===== src/rtl/lb_pkg.sv =====
// Shared types for the 3-line buffer scheduler.
// FSM states, buffer-select type and mod-3 helper.
package lb_pkg;

  localparam int NUM_LINES = 3;

  typedef enum logic [2:0] {
    S_IDLE,
    S_WAIT,
    S_FILL,
    S_RUN,
    S_DONE
  } lb_state_e;

  typedef logic [1:0] buf_sel_t;

  function automatic buf_sel_t inc3(buf_sel_t s);
    return (s == buf_sel_t'(NUM_LINES - 1)) ? '0 : s + 2'd1;
  endfunction

endpackage


===== src/rtl/lb_rot3.sv =====
// Mod-3 line-buffer rotator.
// Ports: clk, rst, i_clr, i_adv -> o_wr_sel, o_rd_old, o_rd_mid.
module lb_rot3
  import lb_pkg::*;
(
  input  logic     clk,
  input  logic     rst,
  input  logic     i_clr,
  input  logic     i_adv,
  output buf_sel_t o_wr_sel,
  output buf_sel_t o_rd_old,
  output buf_sel_t o_rd_mid
);

  buf_sel_t r_sel;

  always_ff @(posedge clk) begin
    if (rst || i_clr) begin
      r_sel <= '0;
    end else if (i_adv) begin
      r_sel <= inc3(r_sel);
    end
  end

  // buffer after the write target is the oldest line
  assign o_wr_sel = r_sel;
  assign o_rd_old = inc3(r_sel);
  assign o_rd_mid = inc3(inc3(r_sel));

endmodule


===== src/rtl/linebuf_scheduler.sv =====
// Sequencer for the 3-line buffer feeding a 3x3 window.
// In: clk, rst, enable, pixel strobes. Out: buffer ctl, window quals, coords, status.
module linebuf_scheduler
  import lb_pkg::*;
#(
  parameter int H_ADDR = 1280,
  parameter int V_ADDR = 720,
  parameter int ADDR_W = 11,
  parameter int CNT_W  = 12
) (
  input  logic              clk,
  input  logic              rst,
  input  logic              enable,
  input  logic              pixel_stream_valid,
  input  logic              h_start,
  input  logic              h_end,
  input  logic              v_start,
  input  logic              v_end,
  output logic              wr_en,
  output logic [ADDR_W-1:0] wr_addr,
  output logic [1:0]        wr_sel,
  output logic [1:0]        rd_sel_old,
  output logic [1:0]        rd_sel_mid,
  output logic              win_valid,
  output logic              border,
  output logic [CNT_W-1:0]  x_cnt,
  output logic [CNT_W-1:0]  y_cnt,
  output logic              busy,
  output logic              frame_done,
  output logic              line_err,
  output logic              err_sticky
);

  localparam logic [CNT_W-1:0] X_LAST = CNT_W'(H_ADDR - 1);
  localparam logic [CNT_W-1:0] Y_LAST = CNT_W'(V_ADDR - 1);

  lb_state_e        r_state, w_state_n;
  logic [CNT_W-1:0] r_x, r_y, w_x_n, w_y_n;
  logic             r_fd, r_le, r_st;
  logic             w_fd_n, w_le_n, w_err;
  logic             w_adv, w_clr;
  logic             w_v, w_last, w_bad;

  assign w_v    = pixel_stream_valid;
  assign w_last = (r_x == X_LAST);

  // any framing violation on a valid pixel
  assign w_bad = w_v & ((h_end & ~w_last)
               | (~h_end & w_last)
               | v_start
               | (v_end & ((r_y != Y_LAST) | ~h_end))
               | (h_start & (r_x != '0)));

  always_comb begin
    w_state_n = r_state;
    w_x_n     = r_x;
    w_y_n     = r_y;
    w_adv     = 1'b0;
    w_clr     = 1'b0;
    w_fd_n    = 1'b0;
    w_le_n    = 1'b0;
    w_err     = 1'b0;
    wr_en     = 1'b0;
    win_valid = 1'b0;
    unique case (r_state)
      S_IDLE: begin
        w_x_n = '0;
        w_y_n = '0;
        w_clr = 1'b1;
        if (enable) w_state_n = S_WAIT;
      end
      S_WAIT: begin
        w_x_n = '0;
        w_y_n = '0;
        w_clr = 1'b1;
        if (!enable) begin
          w_state_n = S_IDLE;
        end else if (w_v && v_start) begin
          wr_en     = 1'b1;
          w_x_n     = CNT_W'(1);
          w_state_n = S_FILL;
        end
      end
      S_FILL, S_RUN: begin
        wr_en     = w_v;
        win_valid = w_v & (r_state == S_RUN);
        if (w_bad) begin
          w_err     = 1'b1;
          w_le_n    = 1'b1;
          w_x_n     = '0;
          w_y_n     = '0;
          w_clr     = 1'b1;
          w_state_n = S_WAIT;
        end else if (w_v) begin
          if (h_end) begin
            w_x_n = '0;
            w_y_n = r_y + CNT_W'(1);
            w_adv = 1'b1;
            if (v_end) begin
              w_fd_n    = 1'b1;
              w_state_n = S_DONE;
            end else if (r_state == S_FILL && r_y == CNT_W'(1)) begin
              w_state_n = S_RUN;
            end
          end else begin
            w_x_n = r_x + CNT_W'(1);
          end
        end
      end
      S_DONE: begin
        w_x_n     = '0;
        w_y_n     = '0;
        w_clr     = 1'b1;
        w_state_n = enable ? S_WAIT : S_IDLE;
      end
      default: w_state_n = S_IDLE;
    endcase
  end

  always_ff @(posedge clk) begin
    if (rst) begin
      r_state <= S_IDLE;
      r_x     <= '0;
      r_y     <= '0;
      r_fd    <= 1'b0;
      r_le    <= 1'b0;
      r_st    <= 1'b0;
    end else begin
      r_state <= w_state_n;
      r_x     <= w_x_n;
      r_y     <= w_y_n;
      r_fd    <= w_fd_n;
      r_le    <= w_le_n;
      r_st    <= enable & (r_st | w_err);
    end
  end

  lb_rot3 u_rot (
    .clk      (clk),
    .rst      (rst),
    .i_clr    (w_clr),
    .i_adv    (w_adv),
    .o_wr_sel (wr_sel),
    .o_rd_old (rd_sel_old),
    .o_rd_mid (rd_sel_mid)
  );

  assign wr_addr    = r_x[ADDR_W-1:0];
  assign border     = win_valid & ((r_x == '0) | w_last);
  assign x_cnt      = r_x;
  assign y_cnt      = r_y;
  assign busy       = (r_state == S_FILL) | (r_state == S_RUN);
  assign frame_done = r_fd;
  assign line_err   = r_le;
  assign err_sticky = r_st;

endmodule


===== config.mk =====
export PLATFORM = sky130hd
export DESIGN_NAME = linebuf_scheduler
export DESIGN_NICKNAME = d
export VERILOG_FILES = /design/src/rtl/lb_pkg.sv /design/src/rtl/lb_rot3.sv /design/src/rtl/linebuf_scheduler.sv
export SDC_FILE = /design/constraint.sdc
export NUM_CORES = 1
export LEC_CHECK = 0
export BUFFER_PORTS_ARGS = -buffer_cell sky130_fd_sc_hd__buf_4
export CELL_PAD_IN_SITES_DETAIL_PLACEMENT = 1
export CELL_PAD_IN_SITES_GLOBAL_PLACEMENT = 2
export CORE_AREA = 4 4 88 90
export CTS_CLUSTER_SIZE = 40
export DETAILED_ROUTE_END_ITERATION = 8
export DIE_AREA = 0 0 92 94
export GPL_ROUTABILITY_DRIVEN = 0
export PLACE_DENSITY = 0.78
export SYNTH_ARGS = -nofsm -noshare
export SYNTH_HDL_FRONTEND = slang
export SYNTH_SLANG_ARGS = --single-unit

===== constraint.sdc =====
create_clock -name clk -period 2.7 [get_ports clk]
set_input_delay 0.405 -clock clk [delete_from_list [all_inputs] [get_ports clk]]
set_output_delay 0.405 -clock clk [all_outputs]
set_load 0.02 [all_outputs]

==> flow_metrics.env, run 1 <==
export IMPL_status="completed"
export IMPL_worstSkewPairLatency_ps=290
export IMPL_stdcell_count=383
export IMPL_finalWorstSetupSlack_ps=237
export IMPL_die_h_um=94
export IMPL_cts_tree="yes"
export IMPL_synthesis_area_um2=1980
export IMPL_ir_drop_uv=291
export IMPL_whs_ps=432
export IMPL_gr_total_overflow=0
export IMPL_initial_utilization=0.281
export IMPL_post_route_period_util=0.912
export IMPL_power_frac_clock=0.349
export IMPL_portBuffers=55
export IMPL_totalPowerFinal_mw=1.32
export IMPL_ctsLongestPathBuffers=2
export IMPL_syn_to_final_growth_pct=28.7
export IMPL_dieWidth_um=92
export IMPL_netSwitchingPower_mw=0.429
export IMPL_switching_share=0.325
export IMPL_synth_nets=246
export IMPL_hp_class="in2reg"
export IMPL_core_area_um2=7060
export IMPL_synth_top_area_cell="dfxtp_1"
export IMPL_wire_per_inst_um=16.0
export IMPL_criticalPathCategory="reg2reg"
export IMPL_fin_crit_ps=2460
export IMPL_dpl_cell_area_um2=2430
export IMPL_cts_made_buffers=5
export IMPL_clock_fmax_mhz=406
export IMPL_p_seq_frac=0.390
export IMPL_power_leakage_nw=1.09
export IMPL_final_setup_skew_ps=5.85
export IMPL_postCtsSetupRepairBufs=0
export IMPL_ys_top_cells_by_count="dfxtp_1 (32), nor2_1 (24), o21ai_0 (13)"
export IMPL_avgSynthCellArea_um2=8.46
export IMPL_fin_util=0.361
export IMPL_cts_sinks=32
export IMPL_dp_cells=375
export IMPL_stdcell_area_um2=2550
export IMPL_synth_seq_area_share=0.323
export IMPL_vias=1920
export IMPL_synth_edf_count=0
export IMPL_ant_nets=0
export IMPL_antenna_found_initial=0
export IMPL_grt_max_degree=17
export IMPL_setup_tns_final_ps=0
export IMPL_start_kind="flip-flop"
export IMPL_power_internal_mw=0.892
export IMPL_fin_nets=295
export IMPL_grt_usage=0.147
export IMPL_crit_path_end_kind="flip-flop"
export IMPL_ios=56
export IMPL_drtPass1Iterations=4
export IMPL_design_die_area_um2=8650
export IMPL_critPathArrivalTime_ps=2700
export IMPL_pwr_share_comb=0.261
export IMPL_dp_hpwl_um=4770
export IMPL_first_global_vias=1915
export IMPL_cp_slowest_cell="dfxtp_1"
export IMPL_drt_vias_per_instance=5.01
export IMPL_path_max_fanout=15
export IMPL_drt_wl_total_um=6130
export IMPL_drv_slew=0
export IMPL_num_antenna_cells=0
export IMPL_synth_most_common_cell="dfxtp_1"
export IMPL_grt_pass1_wl_um=10100
export IMPL_crit_required_ps=2930
export IMPL_cpPeakStageDelay_ps=440
export IMPL_powerDensity_nw_per_um2=519
export IMPL_synth_top_flop_cell="dfxtp_1"
export IMPL_ys_warn_count=0
export IMPL_cts_htree_levels=2
export IMPL_tightestPinTransition_ps=556
export IMPL_clk_pin_slew_ps=70
export IMPL_postSynthCellCount=234
export IMPL_std_cell_rows=31
export IMPL_async_flop_share=0
export IMPL_cts_root_buf="clkbuf_8"
export IMPL_synth_cell_types=55
export IMPL_drt_iter0_drc=96
export IMPL_hold_violations=0
export IMPL_synth_top_area_frac=0.323
export IMPL_drc=0
export IMPL_setup_viol=0
export IMPL_post_place_ws_ps=146
export IMPL_synth_seq_cells=32
export IMPL_slew_headroom=0.628
export IMPL_max_cap_violations=0
export IMPL_synthTopCellsByArea="dfxtp_1 (32%), buf_4 (4.5%), nor2_1 (4.5%)"
export IMPL_cp_cell_sequence="ha_1, nand3_2, nor4_4, xnor2_1, a31o_4, nand2_4, nor3_4, mux2_2"
export IMPL_drive_gt1_frac=0.289
cell type report:
class,instances,area [um^2]
sequential,32,641
clock buffer,6,72.6
inverter,7,26.3
clock inverter,2,35.0
multi-input combinational,175,1180
fill,864,4510
timing repair buffer,62,465
tap,99,124
metal layers:
layer  wire length (um)  track usage
met5                  0            0
met4                 74       0.0446
met3                211       0.0304
met2               2910        0.237
met1               2930        0.198
timing repair:
action,4_1_cts,5_1_grt
endpoints found under the setup margin,0,6
resized for setup,0,1
hold buffers,0,0
critical path: cells and delay by family, from the launching register on:
family	cells	cell delay (ps)
AND/OR/NAND/NOR	4	990
adder cells (fa/ha/maj)	1	300
XOR/XNOR	1	200
multiplexers	1	210
AO/OA/AOI/OAI	1	260
flip-flops	1	440
path summary, 6_finish.rpt:
| check | start | cells after the start | endpoint | slack [ps] |
|---|---|---|---|---|
| worst max register to register | x_cnt[1] | 8 | y_cnt[0] | 240 |
| worst min-delay path | enable | 2 | err_sticky | 430 |
| worst min register to register | y_cnt[1] | 2 | y_cnt[1] | 520 |
| worst max-delay path | x_cnt[1] | 8 | y_cnt[0] | 240 |
power by group through the flow:
stage / Combinational, mW / Clock (mW) / Sequential, mW
after floorplan: 0.231 / 0 / 0.522
after global placement: 0.343 / 0 / 0.526
after detailed placement: 0.343 / 0 / 0.525
after CTS: 0.344 / 0.472 / 0.515
after global routing: 0.385 / 0.498 / 0.519
final: 0.345 / 0.461 / 0.515
cells by family (layout without fill, tap and decap cells):
group           after synthesis  in the layout  synth area share
xor+xnor                     10             10            0.0442
flops                        32             32             0.323
mux                           3              3            0.0158
compound gates               55             55             0.203
buf+inv                      27             77            0.0821
fa+ha+maj                     4              4            0.0253
simple gates                103            103             0.306
registers in the layout, summed over array words and instances (netlist names):
register        flops
err_sticky          1
frame_done          1
line_err            1
r_state             3
u_rot.o_wr_sel      2
x_cnt              12
y_cnt              12
layout by cell type, fill, tap and decap left out, drive strengths merged, types with 2 or more instances in the layout:
master	instances
nor3b	4
a21o	4
a22o	6
and3	11
dfxtp	32
nor2	24
nand3	12
ha	4
nor3	8
xor2	6
inv	7
o21ai	15
nor2b	7
a311oi	2
clkbuf	6
mux2i	2
xnor2	4
nor4	5
and4	2
and2	2
buf	62
nand4	5
nand2	13
a31oi	4
a21oi	10
nor4b	3
o31ai	3
Power figures use the tool's default switching activity.
==> run 2, diff against run 1 <==
--- a/config.mk
+++ b/config.mk
@@ -8,12 +8,12 @@
 export BUFFER_PORTS_ARGS = -buffer_cell sky130_fd_sc_hd__buf_4
 export CELL_PAD_IN_SITES_DETAIL_PLACEMENT = 1
 export CELL_PAD_IN_SITES_GLOBAL_PLACEMENT = 2
-export CORE_AREA = 4 4 88 90
+export CORE_AREA = 4 4 87 89
 export CTS_CLUSTER_SIZE = 40
 export DETAILED_ROUTE_END_ITERATION = 8
-export DIE_AREA = 0 0 92 94
+export DIE_AREA = 0 0 91 93
 export GPL_ROUTABILITY_DRIVEN = 0
-export PLACE_DENSITY = 0.78
+export PLACE_DENSITY = 0.8
 export SYNTH_ARGS = -nofsm -noshare
 export SYNTH_HDL_FRONTEND = slang
 export SYNTH_SLANG_ARGS = --single-unit
==> run 2 against run 1 <==
Clock skew is 2.0 ps higher; sequential share of layout area is 0.45 points higher; setup slack better by 43 ps; critical endpoint unchanged; worst hold slack worse by 0.79 ps; flip-flop and latch count stayed put; final cell count is 5.5% lower; maximum frequency is 1.8% higher; clock-buffer cell count stayed put; largest cell class unchanged; die area is 2.1% lower.
==> flow_metrics.env, run 2 (same netlist as run 1, synthesis figures left out) <==
export IMPL_drtPass1Iterations=4
export IMPL_wire_per_inst_um=16.6
export IMPL_fin_crit_ps=2420
export IMPL_num_antenna_cells=0
export IMPL_tightestPinTransition_ps=532
export IMPL_dpl_cell_area_um2=2390
export IMPL_design_die_area_um2=8460
export IMPL_portBuffers=55
export IMPL_grt_usage=0.142
export IMPL_drc=0
export IMPL_drt_wl_total_um=6010
export IMPL_seq_area_um2=641
export IMPL_post_cts_resized=0
export IMPL_criticalPathCategory="reg2reg"
export IMPL_stdcell_count=362
export IMPL_std_cell_rows=30
export IMPL_rr_worst_depth=8
export IMPL_cp_endpoint="y_cnt[0]"
export IMPL_cpPeakStageDelay_ps=430
export IMPL_cp_slowest_cell="dfxtp_1"
export IMPL_ctsLongestPathBuffers=2
export IMPL_hp_class="in2reg"
export IMPL_first_global_vias=1971
export IMPL_max_cap_violations=0
export IMPL_postCtsSetupRepairBufs=0
export IMPL_crit_required_ps=2940
export IMPL_drv_slew=0
export IMPL_num_fill_cells=814
export IMPL_drive_gt1_frac=0.294
export IMPL_core_area_um2=6760
export IMPL_syn_to_final_growth_pct=26.4
export IMPL_power_leakage_nw=1.07
export IMPL_final_common_cell="buf_4"
export IMPL_cts_hold_buf=0
export IMPL_cts_made_buffers=5
export IMPL_top_usage_layer="met2"
export IMPL_path_max_fanout=15
export IMPL_totalPowerFinal_mw=1.26
export IMPL_hold_violations=0
export IMPL_worst_path_buf_inv=0
export IMPL_r2r_setup_slack_ps=280
export IMPL_clk_pin_slew_ps=80
export IMPL_setup_tns_final_ps=0
export IMPL_fin_nets=293
export IMPL_start_kind="flip-flop"
export IMPL_cts_root_buf="clkbuf_8"
export IMPL_whs_ps=431
export IMPL_drt_iter0_drc=66
export IMPL_fin_util=0.371
export IMPL_worstReg2RegEnd="y_cnt[0]"
export IMPL_grt_use_met3=0.0314
export IMPL_r2r_start="x_cnt[0]"
export IMPL_grt_max_degree=17
export IMPL_antenna_found_initial=0
export IMPL_multi_input_area_um2=1190
export IMPL_powerDensity_nw_per_um2=504
export IMPL_ir_drop_uv=161
export IMPL_setup_viol=0
export IMPL_rsz0062_at_grt="no"
export IMPL_grt_pass1_wl_um=9930
export IMPL_initial_utilization=0.293
export IMPL_grtUsageMet1=0.189
export IMPL_worstSkewPairLatency_ps=290
export IMPL_grt_use_met2=0.235
export IMPL_dieWidth_um=91
export IMPL_cts_tree="yes"
export IMPL_slew_headroom=0.644
export IMPL_crit_start="x_cnt[0]"
export IMPL_ant_nets=0
export IMPL_critPathArrivalTime_ps=2660
export IMPL_cts_sinks=32
export IMPL_status="completed"
export IMPL_gr_total_overflow=0
export IMPL_cp_num_cells=8
export IMPL_dp_hpwl_um=4520
export IMPL_finalWorstSetupSlack_ps=280
export IMPL_post_route_period_util=0.896
export IMPL_cp_cell_sequence="ha_1, nand3_2, nor4_4, xnor2_1, a31o_4, nand2_4, nor3_4, mux2_2"
export IMPL_crit_path_end_kind="flip-flop"
export IMPL_clock_fmax_mhz=413
export IMPL_vias=1897
export IMPL_drt_vias_per_instance=5.24
export IMPL_cp_top_family="simple AND/OR/NAND/NOR gates"
export IMPL_ios=56
export IMPL_post_place_ws_ps=144
export IMPL_final_cell_mix="buf_4 (60), dfxtp_1 (32), nor2_1 (24)"
export IMPL_final_setup_skew_ps=7.88
export IMPL_dp_cells=354
export IMPL_stdcell_area_um2=2500
export IMPL_cts_htree_levels=2
export IMPL_die_h_um=93
[run 2: worst min-delay path by stage]
stage / start / endpoint / slack [ps] / cells after the start
6_report: enable / err_sticky / 430 / 2
4_1_cts: enable / err_sticky / 420 / 2
2_1_floorplan: y_cnt[7] / y_cnt[7] / 570 / 1
3_5_place_dp: y_cnt[1] / y_cnt[1] / 530 / 2
3_3_place_gp: err_sticky / err_sticky / 530 / 2
5_1_grt: enable / err_sticky / 430 / 2
[run 2: metal layers]
| layer | wire (um) | share of wire |
|---|---|---|
| met4 | 59 | 0.0098 |
| met2 | 2840 | 0.47 |
| met5 | 0 | 0 |
| met1 | 2850 | 0.48 |
| met3 | 249 | 0.041 |
[run 2: power by group]
group          switching (mW)  total, mW  internal, mW
logic                   0.217      0.346         0.129
registers              0.0259      0.517         0.491
clock network           0.195      0.398         0.204
[run 2: cell type report]
class / instances / share of cell area
multi-input combinational: 175 / 0.477
tap: 80 / 0.0400
inverter: 7 / 0.0105
timing repair buffer: 60 / 0.180
sequential: 32 / 0.256
clock buffer: 6 / 0.0330
clock inverter: 2 / 0.00400
